--- src/rtl/doom_kb_pkg.sv ---
// Shared scan-code constants, decoder states and arrow flag payload.
package doom_kb_pkg;

   localparam logic [7:0] SC_EXT   = 8'hE0;
   localparam logic [7:0] SC_BRK   = 8'hF0;
   localparam logic [7:0] SC_UP    = 8'h75;
   localparam logic [7:0] SC_DOWN  = 8'h72;
   localparam logic [7:0] SC_LEFT  = 8'h6B;
   localparam logic [7:0] SC_RIGHT = 8'h74;

   typedef enum logic [1:0] {
      IDLE    = 2'd0,
      EXT     = 2'd1,
      BRK     = 2'd2,
      EXT_BRK = 2'd3
   } kb_state_t;

   typedef struct packed {
      logic up;
      logic down;
      logic left;
      logic right;
   } arrow_flags_t;

   // One-hot flag mask for an arrow scan code, zero for anything else.
   function automatic arrow_flags_t arrow_mask(input logic [7:0] code);
      arrow_flags_t m;
      m = '0;
      case (code)
         SC_UP:    m.up    = 1'b1;
         SC_DOWN:  m.down  = 1'b1;
         SC_LEFT:  m.left  = 1'b1;
         SC_RIGHT: m.right = 1'b1;
         default:  m = '0;
      endcase
      return m;
   endfunction

endpackage

--- src/rtl/ps2_rx_frame.sv ---
// PS/2 device-to-host frame receiver: synchronizer, falling-edge detect,
// 11-bit frame assembly with odd parity check, and a partial-frame timeout.
module ps2_rx_frame #(
   parameter int unsigned TIMEOUT_CYCLES = 50000,
   parameter int unsigned SYNC_STAGES    = 2
) (
   input  logic       clock,
   input  logic       reset,
   input  logic       kb_clock,
   input  logic       kb_dat,
   output logic       byte_valid,
   output logic [7:0] byte_data,
   output logic       frame_error
);

   localparam int unsigned CNT_W =
      ($clog2(TIMEOUT_CYCLES + 1) > 16) ? $clog2(TIMEOUT_CYCLES + 1) : 16;

   logic [SYNC_STAGES-1:0] clk_sync;
   logic [SYNC_STAGES-1:0] dat_sync;
   logic                   clk_prev;
   logic                   clk_s;
   logic                   dat_s;
   logic                   fall;
   logic [3:0]             bit_cnt;
   logic [7:0]             shift;
   logic                   parity;
   logic [CNT_W-1:0]       idle_cnt;

   assign clk_s = clk_sync[SYNC_STAGES-1];
   assign dat_s = dat_sync[SYNC_STAGES-1];
   assign fall  = clk_prev & ~clk_s;

   // Bring the asynchronous PS/2 lines into the clock domain; idle bus is high.
   always_ff @(posedge clock) begin
      if (reset) begin
         clk_sync <= '1;
         dat_sync <= '1;
         clk_prev <= 1'b1;
      end else begin
         clk_sync <= {clk_sync[SYNC_STAGES-2:0], kb_clock};
         dat_sync <= {dat_sync[SYNC_STAGES-2:0], kb_dat};
         clk_prev <= clk_s;
      end
   end

   // Assemble bits on each falling edge; abandon a stalled partial frame.
   always_ff @(posedge clock) begin
      if (reset) begin
         bit_cnt     <= 4'd0;
         shift       <= 8'd0;
         parity      <= 1'b0;
         idle_cnt    <= '0;
         byte_valid  <= 1'b0;
         byte_data   <= 8'd0;
         frame_error <= 1'b0;
      end else begin
         byte_valid  <= 1'b0;
         frame_error <= 1'b0;
         if (fall) begin
            idle_cnt <= '0;
            if (bit_cnt == 4'd0) begin
               if (dat_s) frame_error <= 1'b1;
               else       bit_cnt     <= 4'd1;
            end else if (bit_cnt <= 4'd8) begin
               shift   <= {dat_s, shift[7:1]};
               bit_cnt <= bit_cnt + 4'd1;
            end else if (bit_cnt == 4'd9) begin
               parity  <= dat_s;
               bit_cnt <= 4'd10;
            end else begin
               if (dat_s && (^{shift, parity})) begin
                  byte_valid <= 1'b1;
                  byte_data  <= shift;
               end else begin
                  frame_error <= 1'b1;
               end
               bit_cnt <= 4'd0;
            end
         end else if (bit_cnt == 4'd0) begin
            idle_cnt <= '0;
         end else if (idle_cnt == CNT_W'(TIMEOUT_CYCLES - 1)) begin
            idle_cnt    <= CNT_W'(TIMEOUT_CYCLES);
            bit_cnt     <= 4'd0;
            frame_error <= 1'b1;
         end else if (idle_cnt != CNT_W'(TIMEOUT_CYCLES)) begin
            idle_cnt <= idle_cnt + CNT_W'(1);
         end
      end
   end

endmodule

--- src/rtl/ps2_arrow_keys.sv ---
// PS/2 arrow-key decoder: turns E0-prefixed make/break codes into held flags.
module ps2_arrow_keys
   import doom_kb_pkg::*;
#(
   parameter int unsigned TIMEOUT_CYCLES = 50000,
   parameter int unsigned SYNC_STAGES    = 2
) (
   input  logic       clock,
   input  logic       reset,
   input  logic       kb_clock,
   input  logic       kb_dat,
   output logic       turn_right,
   output logic       turn_left,
   output logic       move_forward,
   output logic       move_backward,
   output logic       byte_valid,
   output logic [7:0] byte_data,
   output logic       frame_error
);

   logic         rx_valid;
   logic [7:0]   rx_data;
   logic         rx_error;
   kb_state_t    state_q, state_d;
   arrow_flags_t flags_q, flags_d;
   arrow_flags_t mask;

   ps2_rx_frame #(
      .TIMEOUT_CYCLES (TIMEOUT_CYCLES),
      .SYNC_STAGES    (SYNC_STAGES)
   ) u_rx (
      .clock       (clock),
      .reset       (reset),
      .kb_clock    (kb_clock),
      .kb_dat      (kb_dat),
      .byte_valid  (rx_valid),
      .byte_data   (rx_data),
      .frame_error (rx_error)
   );

   assign byte_valid    = rx_valid;
   assign byte_data     = rx_data;
   assign frame_error   = rx_error;
   assign move_forward  = flags_q.up;
   assign move_backward = flags_q.down;
   assign turn_left     = flags_q.left;
   assign turn_right    = flags_q.right;

   // Decoder state and held-key flags.
   always_ff @(posedge clock) begin
      if (reset) begin
         state_q <= IDLE;
         flags_q <= '0;
      end else begin
         state_q <= state_d;
         flags_q <= flags_d;
      end
   end

   // Next state and flag update; advances only on a good byte.
   always_comb begin
      state_d = state_q;
      flags_d = flags_q;
      mask    = arrow_mask(rx_data);
      if (rx_error) begin
         state_d = IDLE;
      end else if (rx_valid) begin
         case (state_q)
            IDLE: begin
               if (rx_data == SC_EXT)      state_d = EXT;
               else if (rx_data == SC_BRK) state_d = BRK;
               else                        state_d = IDLE;
            end
            EXT: begin
               if (rx_data == SC_BRK) begin
                  state_d = EXT_BRK;
               end else if (mask != '0) begin
                  flags_d = flags_q | mask;
                  state_d = IDLE;
               end else if (rx_data == SC_EXT) begin
                  state_d = EXT;
               end else begin
                  state_d = IDLE;
               end
            end
            EXT_BRK: begin
               flags_d = flags_q & ~mask;
               state_d = IDLE;
            end
            BRK:     state_d = IDLE;
            default: state_d = IDLE;
         endcase
      end
   end

endmodule

--- config.mk ---
export PLATFORM = sky130hd
export DESIGN_NAME = ps2_arrow_keys
export DESIGN_NICKNAME = d
export VERILOG_FILES = /design/src/rtl/doom_kb_pkg.sv /design/src/rtl/ps2_rx_frame.sv /design/src/rtl/ps2_arrow_keys.sv
export SDC_FILE = /design/constraint.sdc
export NUM_CORES = 1
export LEC_CHECK = 0
export CELL_PAD_IN_SITES_DETAIL_PLACEMENT = 0
export CELL_PAD_IN_SITES_GLOBAL_PLACEMENT = 1
export CORE_ASPECT_RATIO = 0.9
export CORE_MARGIN = 1
export CORE_UTILIZATION = 44
export CTS_CLUSTER_DIAMETER = 50
export DETAILED_ROUTE_END_ITERATION = 12
export PLACE_DENSITY = 0.83
export SLEW_MARGIN = 40
export SYNTH_ARGS = -nofsm -noshare
export SYNTH_HDL_FRONTEND = slang
export SYNTH_SLANG_ARGS = --single-unit
--- constraint.sdc ---
create_clock -name clock -period 2.2 [get_ports clock]
set_input_delay 0.22 -clock clock [delete_from_list [all_inputs] [get_ports clock]]
set_output_delay 0.22 -clock clock [all_outputs]
set_load 0.1 [all_outputs]
==> metrics.cfg, run 1 <==
[clock_tree]
clock_latency_ns=0.31
numClockSinks=50
ctsResizeCount=0
path_clk_slew_ns=0.09
ctsLongestPathBuffers=2
cts-root-buf=clkbuf_8
numCtsBuffers=5
cts_tree=built
postCtsSetupRepairBufs=0
cts_htree_levels=2
cts_hold_buf=0

[worst_setup_path]
crit_path_max_incr_delay_ns=0.40
slowest_stage=nor4_4
regToRegSetupSlack_ns=0.25
end_kind=register
required_ns=2.43
path_class=register to register
start_kind=register
path_cells=ha_1, nand4b_1, nor4_4, nand2_2, a221o_1, a31oi_1
worstPathMaxFanout=6
cp.arrival_ns=2.18

[layout]
layoutNonFillerInstCount=346
area_growth_pct=11.93
fill_cells=516
drive_gt1_share_pct=12.90
antenna_cells=0
fin_nets=287

[die]
die_h_um=71.94
io_pins=18
dieArea_sq_um=5734
die_width_um=79.71
initial_core_util_pct=45.50
core_area_sq_um=5255
row_count=25

[logic_synthesis]
syn-num-nets=271
syn_area_per_cell_sq_um=9.126
synthFlopType=dfxtp_1
ys_seq_area_share_pct=41.86
synth_top_area_share_pct=41.86
syn_inst=262
synth_edf_count=0
yosysMostFrequentCell=dfxtp_1
synth-seq-cells=50
synth_area_sq_um=2391
synth_largest_area_cell=dfxtp_1
synth.distinct_cells=46
synth_common_cells=dfxtp_1, nor2_1, mux2i_1
synthArstFlopShare_pct=0
ys_warn_count=0
yosys-top-cells-area=dfxtp_1, mux2i_1, nor2_1

[detailed_routing]
vias=1803
dr.pass1.iters=4
antenna_left=0
initialDrtViolationCount=89
drc=0
via_per_inst=5.211
wl_per_cell_um=12.53
drt_wl_total_um=4335

[global_routing]
antenna_found_initial=0
grt_remaining_overflow=0
grt_max_degree=43
grt_pass1_vias=1684
grt_first_pass_wirelength_um=7596
grtUsageTotal_pct=17.08

[job]
drv_cap=0

[pwr]
p_leak_nw=1.042
ir_drop_uv=441.8
p_total_mw=1.522
p_per_area_nw_per_um2=568.8

[place]
place_congestion=0.7472
placed_cells=338
port-buffer-count=17
dp_hpwl_um=3128

[sta]
fin_tns_setup_ns=0
maxSlewViolCount=0
tightest_slew_ns=0.4829
period_needed_ns=1.950
max_slew_margin_pct=67.74
setup_viol=0
clock.fmax_ghz=0.5127
post-route-period-util_pct=88.66
rsz0062_at_grt=false
fin_skew_ns=0.01339
hold_viol=0

[min_path]
hold_path_class=register to register

[run_status]
status=finished, final reports clean

## cells by family (layout without fill, tap and decap cells)
logic type               Yosys count  count (layout)  synth area share [%]
AND/OR/NAND/NOR                  124             124                 29.20
flip-flops                        50              50                 41.86
AO/OA/AOI/OAI                     25              25                 6.385
multiplexers                      21              21                 8.791
buffers and inverters             19              36                 3.401
XOR/XNOR                          18              18                 7.744
adder cells (fa/ha/maj)            5               5                 2.616
## placed cells by master, fill, tap and decap left out, types with 5 or more instances in the layout
cell,count
mux2i_1,21
inv_1,8
xnor2_1,6
o21ai_0,7
ha_1,5
nand2_1,18
dfxtp_1,50
nor3_1,5
buf_4,17
nand3_1,5
nand2b_1,19
a21oi_1,10
nor2_1,33
xor2_1,10
clkbuf_8,6
nand4_1,6
or2_2,5
## critical path: cells and delay by family, from the launching register on
family | cells | cell delay (ns)
AO/OA/AOI/OAI | 2 | 0.53
AND/OR/NAND/NOR | 3 | 0.70
adder cells (fa/ha/maj) | 1 | 0.27
flip-flops | 1 | 0.39
## flip-flops by register name (all words and copies together) (netlist names), 2 cells and up, named ones only
name,count
u_rx.idle_cnt,16
u_rx.clk_sync,2
u_rx.bit_cnt,4
u_rx.byte_data,8
u_rx.dat_sync,2
state_q,2
u_rx.shift,8
## area by class of cell
type                    instances  area, sq um  share of cell area (%)
clock buffers                   7        86.33                   3.226
flip-flops and latches         50         1001                   37.40
well taps                      67        83.83                   3.132
inverters                       8        30.03                   1.122
repair buffers                 20        157.7                   5.891
multi-input cells             193         1309                   48.90
clock inverters                 1        8.758                  0.3273
## metrics by stage
step | cell area, sq um | worst slack (ns) | hold slack [ns] | util (%)
detailed placement | 2581 | 0.2649 | 0.3940 | 49.12
finish | 2676 | 0.2496 | 0.4148 | 50.93
floorplan | 2391 | 0.2953 | 0.3238 | -
global route | 2676 | 0.1080 | 0.4385 | 50.93
CTS | 2676 | 0.2513 | 0.4167 | 50.93
global placement | 2581 | 0.3049 | 0.3948 | 49.12
## power breakdown
group | switching [mW] | internal (mW)
sequential | 0.00353 | 0.909
clock | 0.309 | 0.260
combinational | 0.0224 | 0.0177
## metal layers
layer | part of all wire (%) | GRT usage [%] | routed length (um) | vias up
met5 | 0 | 0 | 0 | -
met4 | 2.2 | 6.465 | 95 | 0
met3 | 3.7 | 5.283 | 162 | 8
met2 | 41 | 25.17 | 1777 | 27
met1 | 53 | 23.37 | 2299 | 837
li1 | - | - | - | 931
## path summary, 6_finish.rpt
check                    from          endpoint  cells after the start
max          u_rx.idle_cnt[0]  u_rx.frame_error                      6
min reg2reg  u_rx.dat_sync[0]  u_rx.dat_sync[1]                      1
min          u_rx.dat_sync[0]  u_rx.dat_sync[1]                      1
max reg2reg  u_rx.idle_cnt[0]  u_rx.frame_error                      6
Power figures use the tool's default switching activity.
==> run 2: changes to the inputs <==
Settings changed: CORE_UTILIZATION 44 to 45, PLACE_DENSITY 0.83 to 0.84, SYNTH_HIERARCHICAL set to 1.
==> metrics.cfg, run 2 <==
[run_status]
status=finished, final reports clean

[global_routing]
grtUsageTotal_pct=18.48
antenna_found_initial=0
grt_max_degree=44
grt_first_pass_wirelength_um=8155
grt_pass1_vias=1708
grt_remaining_overflow=0

[place]
dpl_cell_area_sq_um=2630
port-buffer-count=17
dp_hpwl_um=3203
place_congestion=0.7723

[die]
row_count=24
dieArea_sq_um=5658
io_pins=18
die_h_um=71.46
core_area_sq_um=4985
initial_core_util_pct=48.39
die_width_um=79.18

[logic_synthesis]
synthFlopType=dfxtp_1
synth_edf_count=0
yosysMostFrequentCell=dfxtp_1
syn-num-nets=263
synth.distinct_cells=50
synth_largest_area_cell=dfxtp_1
ys_warn_count=6
syn_inst=254
synth_common_cells=dfxtp_1, nor2_1, nand2b_1
synthArstFlopShare_pct=0
yosys-top-cells-area=dfxtp_1, mux2i_1, nand2b_1
synth-seq-cells=50
synth_top_area_share_pct=41.49
syn_area_per_cell_sq_um=9.497
synth_area_sq_um=2412
ys_seq_area_share_pct=41.49

[sta]
maxSlewViolCount=0
period_needed_ns=1.962
post-route-period-util_pct=89.16
fin_tns_setup_ns=0
tightest_slew_ns=0.5200
fin_skew_ns=0.01032
rsz0062_at_grt=false
max_slew_margin_pct=64.96
hold_viol=0
clock.fmax_ghz=0.5098
setup_viol=0
whs_ns=0.4127

[pwr]
ir_drop_uv=244.2
p_leak_nw=1.047
p_total_mw=1.505
p_per_area_nw_per_um2=552.4

[clock_tree]
cts_htree_levels=2
cts-root-buf=clkbuf_8
ctsLongestPathBuffers=2
numCtsBuffers=5
postCtsSetupRepairBufs=0
ctsResizeCount=0
clock_latency_ns=0.31
cts_tree=built
numClockSinks=50
path_clk_slew_ns=0.09
cts_hold_buf=0

[min_path]
hold_path_class=register to register

[detailed_routing]
antenna_left=0
wl_per_cell_um=13.30
dr.pass1.iters=4
via_per_inst=5.235
initialDrtViolationCount=66
drt_wl_total_um=4537
vias=1785
drc=0

[worst_setup_path]
worstPathMaxFanout=6
regToRegSetupSlack_ns=0.24
crit_top_cell=a21oi_1
start_kind=register
slowest_stage=dfxtp_1
crit_path_max_incr_delay_ns=0.43
crit_buf_inv=1
crit_family=compound AO/OA/AOI/OAI gates
path_cells=inv_1, ha_1, nor3b_1, a21oi_1, a21oi_1, nand4b_1, a211oi_1
path_class=register to register
end_kind=register
required_ns=2.41
cp.arrival_ns=2.17

[layout]
antenna_cells=0
fill_cells=465
utilization_pct=54.67
largest_reg_flops=16
drive_gt1_share_pct=15.58
design_area_sq_um=2725
layout_common_cells=dfxtp_1, nor2_1, nand2b_1
area_growth_pct=12.97
regMostFlops=u_rx/idle_cnt
final_common_cell=dfxtp_1
fin_nets=284
reg_top3=u_rx/idle_cnt x16, u_rx/byte_data x8, u_rx/shift x8

[job]
drv_cap=0

==> run 2: layout make-up <==
class	instances	area [sq um]	area share, %
tap	65	81.33	2.984
multi-input combinational	188	1341	49.22
clock inverter	2	12.51	0.4591
clock buffer	6	82.58	3.030
sequential	50	1001	36.73
timing repair buffer	23	180.2	6.612
inverter	7	26.28	0.9642
==> run 2: worst paths after layout <==
kind | cells past startpoint | start | to
worst max register to register | 7 | u_rx/bit_cnt[0] | u_rx/bit_cnt[3]
worst max-delay path | 7 | u_rx/bit_cnt[0] | u_rx/bit_cnt[3]
worst min register to register | 1 | u_rx/clk_sync[0] | u_rx/clk_sync[1]
worst min-delay path | 1 | u_rx/clk_sync[0] | u_rx/clk_sync[1]
==> run 2: per-stage QoR <==
stage | instances | setup WS (ns)
floorplan | 254 | 0.3621
global placement | 333 | 0.3211
detailed placement | 333 | 0.2916
CTS | 341 | 0.2730
global route | 341 | 0.04340
finish | 341 | 0.2384
==> run 2: layer usage <==
layer	GRT usage (%)	routed length (um)
met5	0	0
met4	8.081	83
met3	3.822	148
met2	27.49	1914
met1	25.86	2390
==> run 2: cells by family (layout without fill, tap and decap cells) <==
group	count (synthesis)	count (layout)	share of synthesized area [%]
and+or+nand+nor	116	116	28.94
muxes	23	23	9.544
DFF	50	50	41.49
buffers and inverters	16	38	2.905
xor gates and xnor gates	17	17	7.313
AOI/OAI and AO/OA	26	26	6.795
adders and majority gates	6	6	3.008
==> run 2: power breakdown <==
group / internal [mW] / switching (mW) / total [mW]
sequential: 0.909 / 0.00326 / 0.912
clock: 0.253 / 0.297 / 0.550
combinational: 0.0201 / 0.0233 / 0.0435
total: 1.18 / 0.323 / 1.51
==> RTL edit 1, RTL diff (config.mk and constraints of run 2) <==
Compare `bit_cnt` against `4'd9` with >= in place of ==.
--- a/src/rtl/ps2_rx_frame.sv
+++ b/src/rtl/ps2_rx_frame.sv
@@ -67,3 +67,3 @@
                bit_cnt <= bit_cnt + 4'd1;
-            end else if (bit_cnt == 4'd9) begin
+            end else if (bit_cnt >= 4'd9) begin
                parity  <= dat_s;
Behaviour: no difference found for any inputs over 10 cycles, from zero or initial values and one cycle with reset high; that may be too few to reach the edited logic, so the function may still have changed.
==> RTL edit 1 against run 2 <==
- critical path type unchanged
- worst setup slack improved by 0.074 ns
- die area decreased by 22%
- design area decreased by 22%
- area after synthesis decreased by 23%
- core utilization increased by 0.84 points
- routed wire length decreased by 22%
- sequential cell count decreased by 9
Power is not compared: it rests on default switching activity, and its combinational part moved more than twofold at a synthesized area within 25%.
==> RTL edit 1: results (changes against run 2) <==
| Metric | Value |
|---|---|
| #MultiIn Comb | `140 (-26%)` |
| Die area | `4388 um^2 (-22%)` |
| Mux contribution to synthesized area | `2.695% (-6.8 points)` |
| Wl on met1 | `1729 um (-28%)` |
| CP max FO | `10 (+4)` |
| Drt wl/cell | `13.58 um (+2.1%)` |
| Seq/Total Area, Yosys | `44.20% (+2.7 points)` |
| Global-route wire length before repair | `6161 um (-24%)` |
| Gr usage total | `17.40% (-1.1 points)` |
| Synth Register Bits | `41 (-18%)` |
| Tcrit/Tclk final | `85.79% (-3.4 points)` |
| Top cells by count, synth | `dfxtp_1 (41), nor2_1 (17), nand3_1 (12), nor2b_1 (12), nand4_1 (9)` |
| Via count | `1398 (-22%)` |
| Status | `finished clean` |
| DP Worst Slack | `0.3226 ns (+0.03101 ns)` |
| R2R Path End | `u_rx/idle_cnt[3]$_SDFFE_PP0P_` |
| HPWL after DPL | `2535 um (-21%)` |
| Non-CTS buffers | `18 (-22%)` |
| Fill count | `359 (-23%)` |
| Share of cells above drive strength 1 | `19.72% (+4.1 points)` |
| Hold slack final | `0.4148 ns (+0.002124 ns)` |
| Hold Crit Start | `u_rx/dat_sync[0]$_SDFF_PP1_` |
| Post-Layout Cell Count | `259 (-24%)` |
| Worst Skew | `0.003753 ns (-0.006566 ns)` |
| Worst path slowest cell | `nand2b_1` |
| CP top delay family | `simple AND/OR/NAND/NOR gates` |
| Initial detailed-routing violation count | `83 (+26%)` |
| Met3 capacity usage during global routing | `3.871% (+0.049 points)` |
| Syn avg cell area | `9.571 um^2 (+0.78%)` |
| Later-pin clock latency in the skew report | `0.28 ns (-0.03 ns)` |
| Biggest cell delay along the critical path | `0.39 ns (-0.04 ns)` |
| Registers with the most flip-flops | `u_rx/idle_cnt x16, u_rx/byte_data x8, u_rx/bit_cnt x4` |
| Multi-input combinational area share | `46.24% (-3.0 points)` |
| Synth top area cells | `dfxtp_1 (44%), nor2b_1 (4.0%), nor2_1 (3.4%)` |
| Met2 Use GR | `28.40% (+0.91 points)` |
| Signal inverters | `6 (-1)` |
==> RTL edit 1: how the worst max path moves through the flow <==
stage	from	endpoint	depth (start not counted)
after floorplan	u_rx/byte_data[5]$_SDFFE_PP0P_	state_q[0]$_SDFFE_PP0P_	3
after global placement	u_rx/bit_cnt[0]$_SDFFE_PP0P_	u_rx/idle_cnt[0]$_SDFFE_PP0P_	6
after detailed placement	u_rx/bit_cnt[0]$_SDFFE_PP0P_	u_rx/idle_cnt[5]$_SDFFE_PP0P_	6
after CTS	u_rx/bit_cnt[0]$_SDFFE_PP0P_	u_rx/idle_cnt[5]$_SDFFE_PP0P_	6
after global routing	u_rx/bit_cnt[0]$_SDFFE_PP0P_	u_rx/idle_cnt[11]$_SDFFE_PP0P_	6
final	u_rx/bit_cnt[0]$_SDFFE_PP0P_	u_rx/idle_cnt[3]$_SDFFE_PP0P_	6
==> RTL edit 2, RTL diff (flow settings as in run 2) <==
Made on the original files. `TIMEOUT_CYCLES` is set to 50000 in 2 places; all go to 100000.
--- a/src/rtl/ps2_rx_frame.sv
+++ b/src/rtl/ps2_rx_frame.sv
@@ -3,3 +3,3 @@
 module ps2_rx_frame #(
-   parameter int unsigned TIMEOUT_CYCLES = 50000,
+   parameter int unsigned TIMEOUT_CYCLES = 100000,
    parameter int unsigned SYNC_STAGES    = 2
--- a/src/rtl/ps2_arrow_keys.sv
+++ b/src/rtl/ps2_arrow_keys.sv
@@ -4,3 +4,3 @@
 #(
-   parameter int unsigned TIMEOUT_CYCLES = 50000,
+   parameter int unsigned TIMEOUT_CYCLES = 100000,
    parameter int unsigned SYNC_STAGES    = 2
Function: same outputs for any inputs over 10 cycles, from zero or initial values and one cycle with reset high; that may be too few to reach the edited logic, so the function may still have changed.
==> RTL edit 2 against run 2 <==
- die area grew 1.5%
- critical path depth down 1
- area after synthesis grew 1.5%
- routed wire length down 1.7%
- non-clock buffer count grew 2
- highest routed layer unchanged
- design area is 1.8% higher
- first-iteration DRC count grew 3.0%
- sequential cell count rose by 1
- worst setup slack better by 0.046 ns
Power is not compared: it rests on default switching activity, and its combinational part moved more than twofold at a synthesized area within 25%.
==> RTL edit 2: results (changes against run 2) <==
| Metric | Value |
|---|---|
| Status | `finished clean` |
| Fill count | `474 (+1.9%)` |
| Measured slew at the worst slew-check pin | `0.4132 ns (-0.1068 ns)` |
| Hold slack final | `0.4164 ns (+0.003677 ns)` |
| Synth top area cells | `dfxtp_1 (42%), nand2b_1 (5.9%), mux2i_1 (5.7%)` |
| Worst Path Arrival | `2.14 ns (-0.03 ns)` |
| Vias in the first global route | `1726 (+1.1%)` |
| CP top delay family | `simple AND/OR/NAND/NOR gates` |
| HPWL after DPL | `3162 um (-1.3%)` |
| Worst reg2reg setup slack | `0.28 ns (+0.05 ns)` |
| Drt wl/cell | `12.46 um (-6.4%)` |
| Share of cells above drive strength 1 | `15.46% (-0.12 points)` |
| Global-route wire length before repair | `7803 um (-4.3%)` |
| Syn avg cell area | `9.171 um^2 (-3.4%)` |
| DR vias/cell | `5.240 (+0.11%)` |
| Seq/Total Area, Yosys | `41.70% (+0.20 points)` |
| Synth unique cells | `45 (-10%)` |
| Leak Pwr | `0.001000 uW` |
| Final-stage net count | `299 (+5.3%)` |
| Post-Syn Nets | `276 (+4.9%)` |
| Gr usage total | `17.06% (-1.4 points)` |
| Worst Hold Class | `register to register` |
| Worst Skew | `0.003981 ns (-0.006338 ns)` |
| CP max FO | `10 (+4)` |
| Top achievable clock speed | `522.1 MHz (+2.4%)` |
| DR pass1 iterations | `5 (+1)` |
| Initial detailed-routing violation count | `68 (+3.0%)` |
| Later-pin clock latency in the skew report | `0.29 ns (-0.02 ns)` |
| Via count | `1876 (+5.1%)` |
| Yosys Warn Count | `6 (unchanged)` |
| Global placer's final weighted congestion | `0.8257 (+6.9%)` |
| DP Worst Slack | `0.2991 ns (+0.007484 ns)` |
## RTL edit 2: through the flow
stage               total power, uW  cell area [um^2]
CTS                            1622              2775
global placement               1105              2694
finish                         1593              2775
floorplan                      1064              2449
detailed placement             1103              2694
global route                   1676              2775
## RTL edit 2: path summary, 6_finish.rpt
kind                                              startpoint                            end
worst max register to register  u_rx/bit_cnt[0]$_SDFFE_PP0P_  u_rx/idle_cnt[8]$_SDFFE_PP0P_
worst min register to register   u_rx/dat_sync[0]$_SDFF_PP1_    u_rx/dat_sync[1]$_SDFF_PP1_
worst min-delay path             u_rx/dat_sync[0]$_SDFF_PP1_    u_rx/dat_sync[1]$_SDFF_PP1_
worst max-delay path            u_rx/bit_cnt[0]$_SDFFE_PP0P_  u_rx/idle_cnt[8]$_SDFFE_PP0P_
## RTL edit 2: area by class of cell
cell class              instances  share of cell area [%]
well taps                      67                   3.021
repair buffers                 25                   7.033
clock buffers                   7                   2.750
flip-flops and latches         51                   36.79
multi-input cells             198                   49.01
clock inverters                 1                  0.1803
inverters                       9                   1.217
## RTL edit 2: logic make-up (layout without fill, tap and decap cells)
family          after synthesis  in the layout  synth area share, %
fa+ha+maj                     5              5                2.555
simple gates                126            126                30.40
xor+xnor                     19             19                7.920
flops                        51             51                41.70
compound gates               32             32                7.869
buf+inv                      18             42                2.759
mux                          16             16                6.796
## RTL edit 2: routing by layer
metal	vias up	track usage (%)	wire length (um)
li1	974	-	-
met1	878	24.82	2452
met2	20	24.41	1850
met3	4	4.654	127
met4	0	5.357	30
met5	-	0	0
## RTL edit 2: power by group
group | switching [uW] | internal, uW | leakage [uW] | total (uW)
clock | 288 | 224 | 0.0000422 | 512
combinational | 78.6 | 59.1 | 0.000546 | 138
sequential | 10.5 | 933 | 0.000412 | 944
total | 377 | 1220 | 0.00100 | 1590
## RTL edit 2: worst reg2reg max path, cell delays in order, from the launching register on
cell and delay (ns):
dfxtp_1 0.42, inv_1 0.10, ha_1 0.25, nor3b_1 0.17, or3_1 0.36, nand2b_1 0.34, a21oi_1 0.20
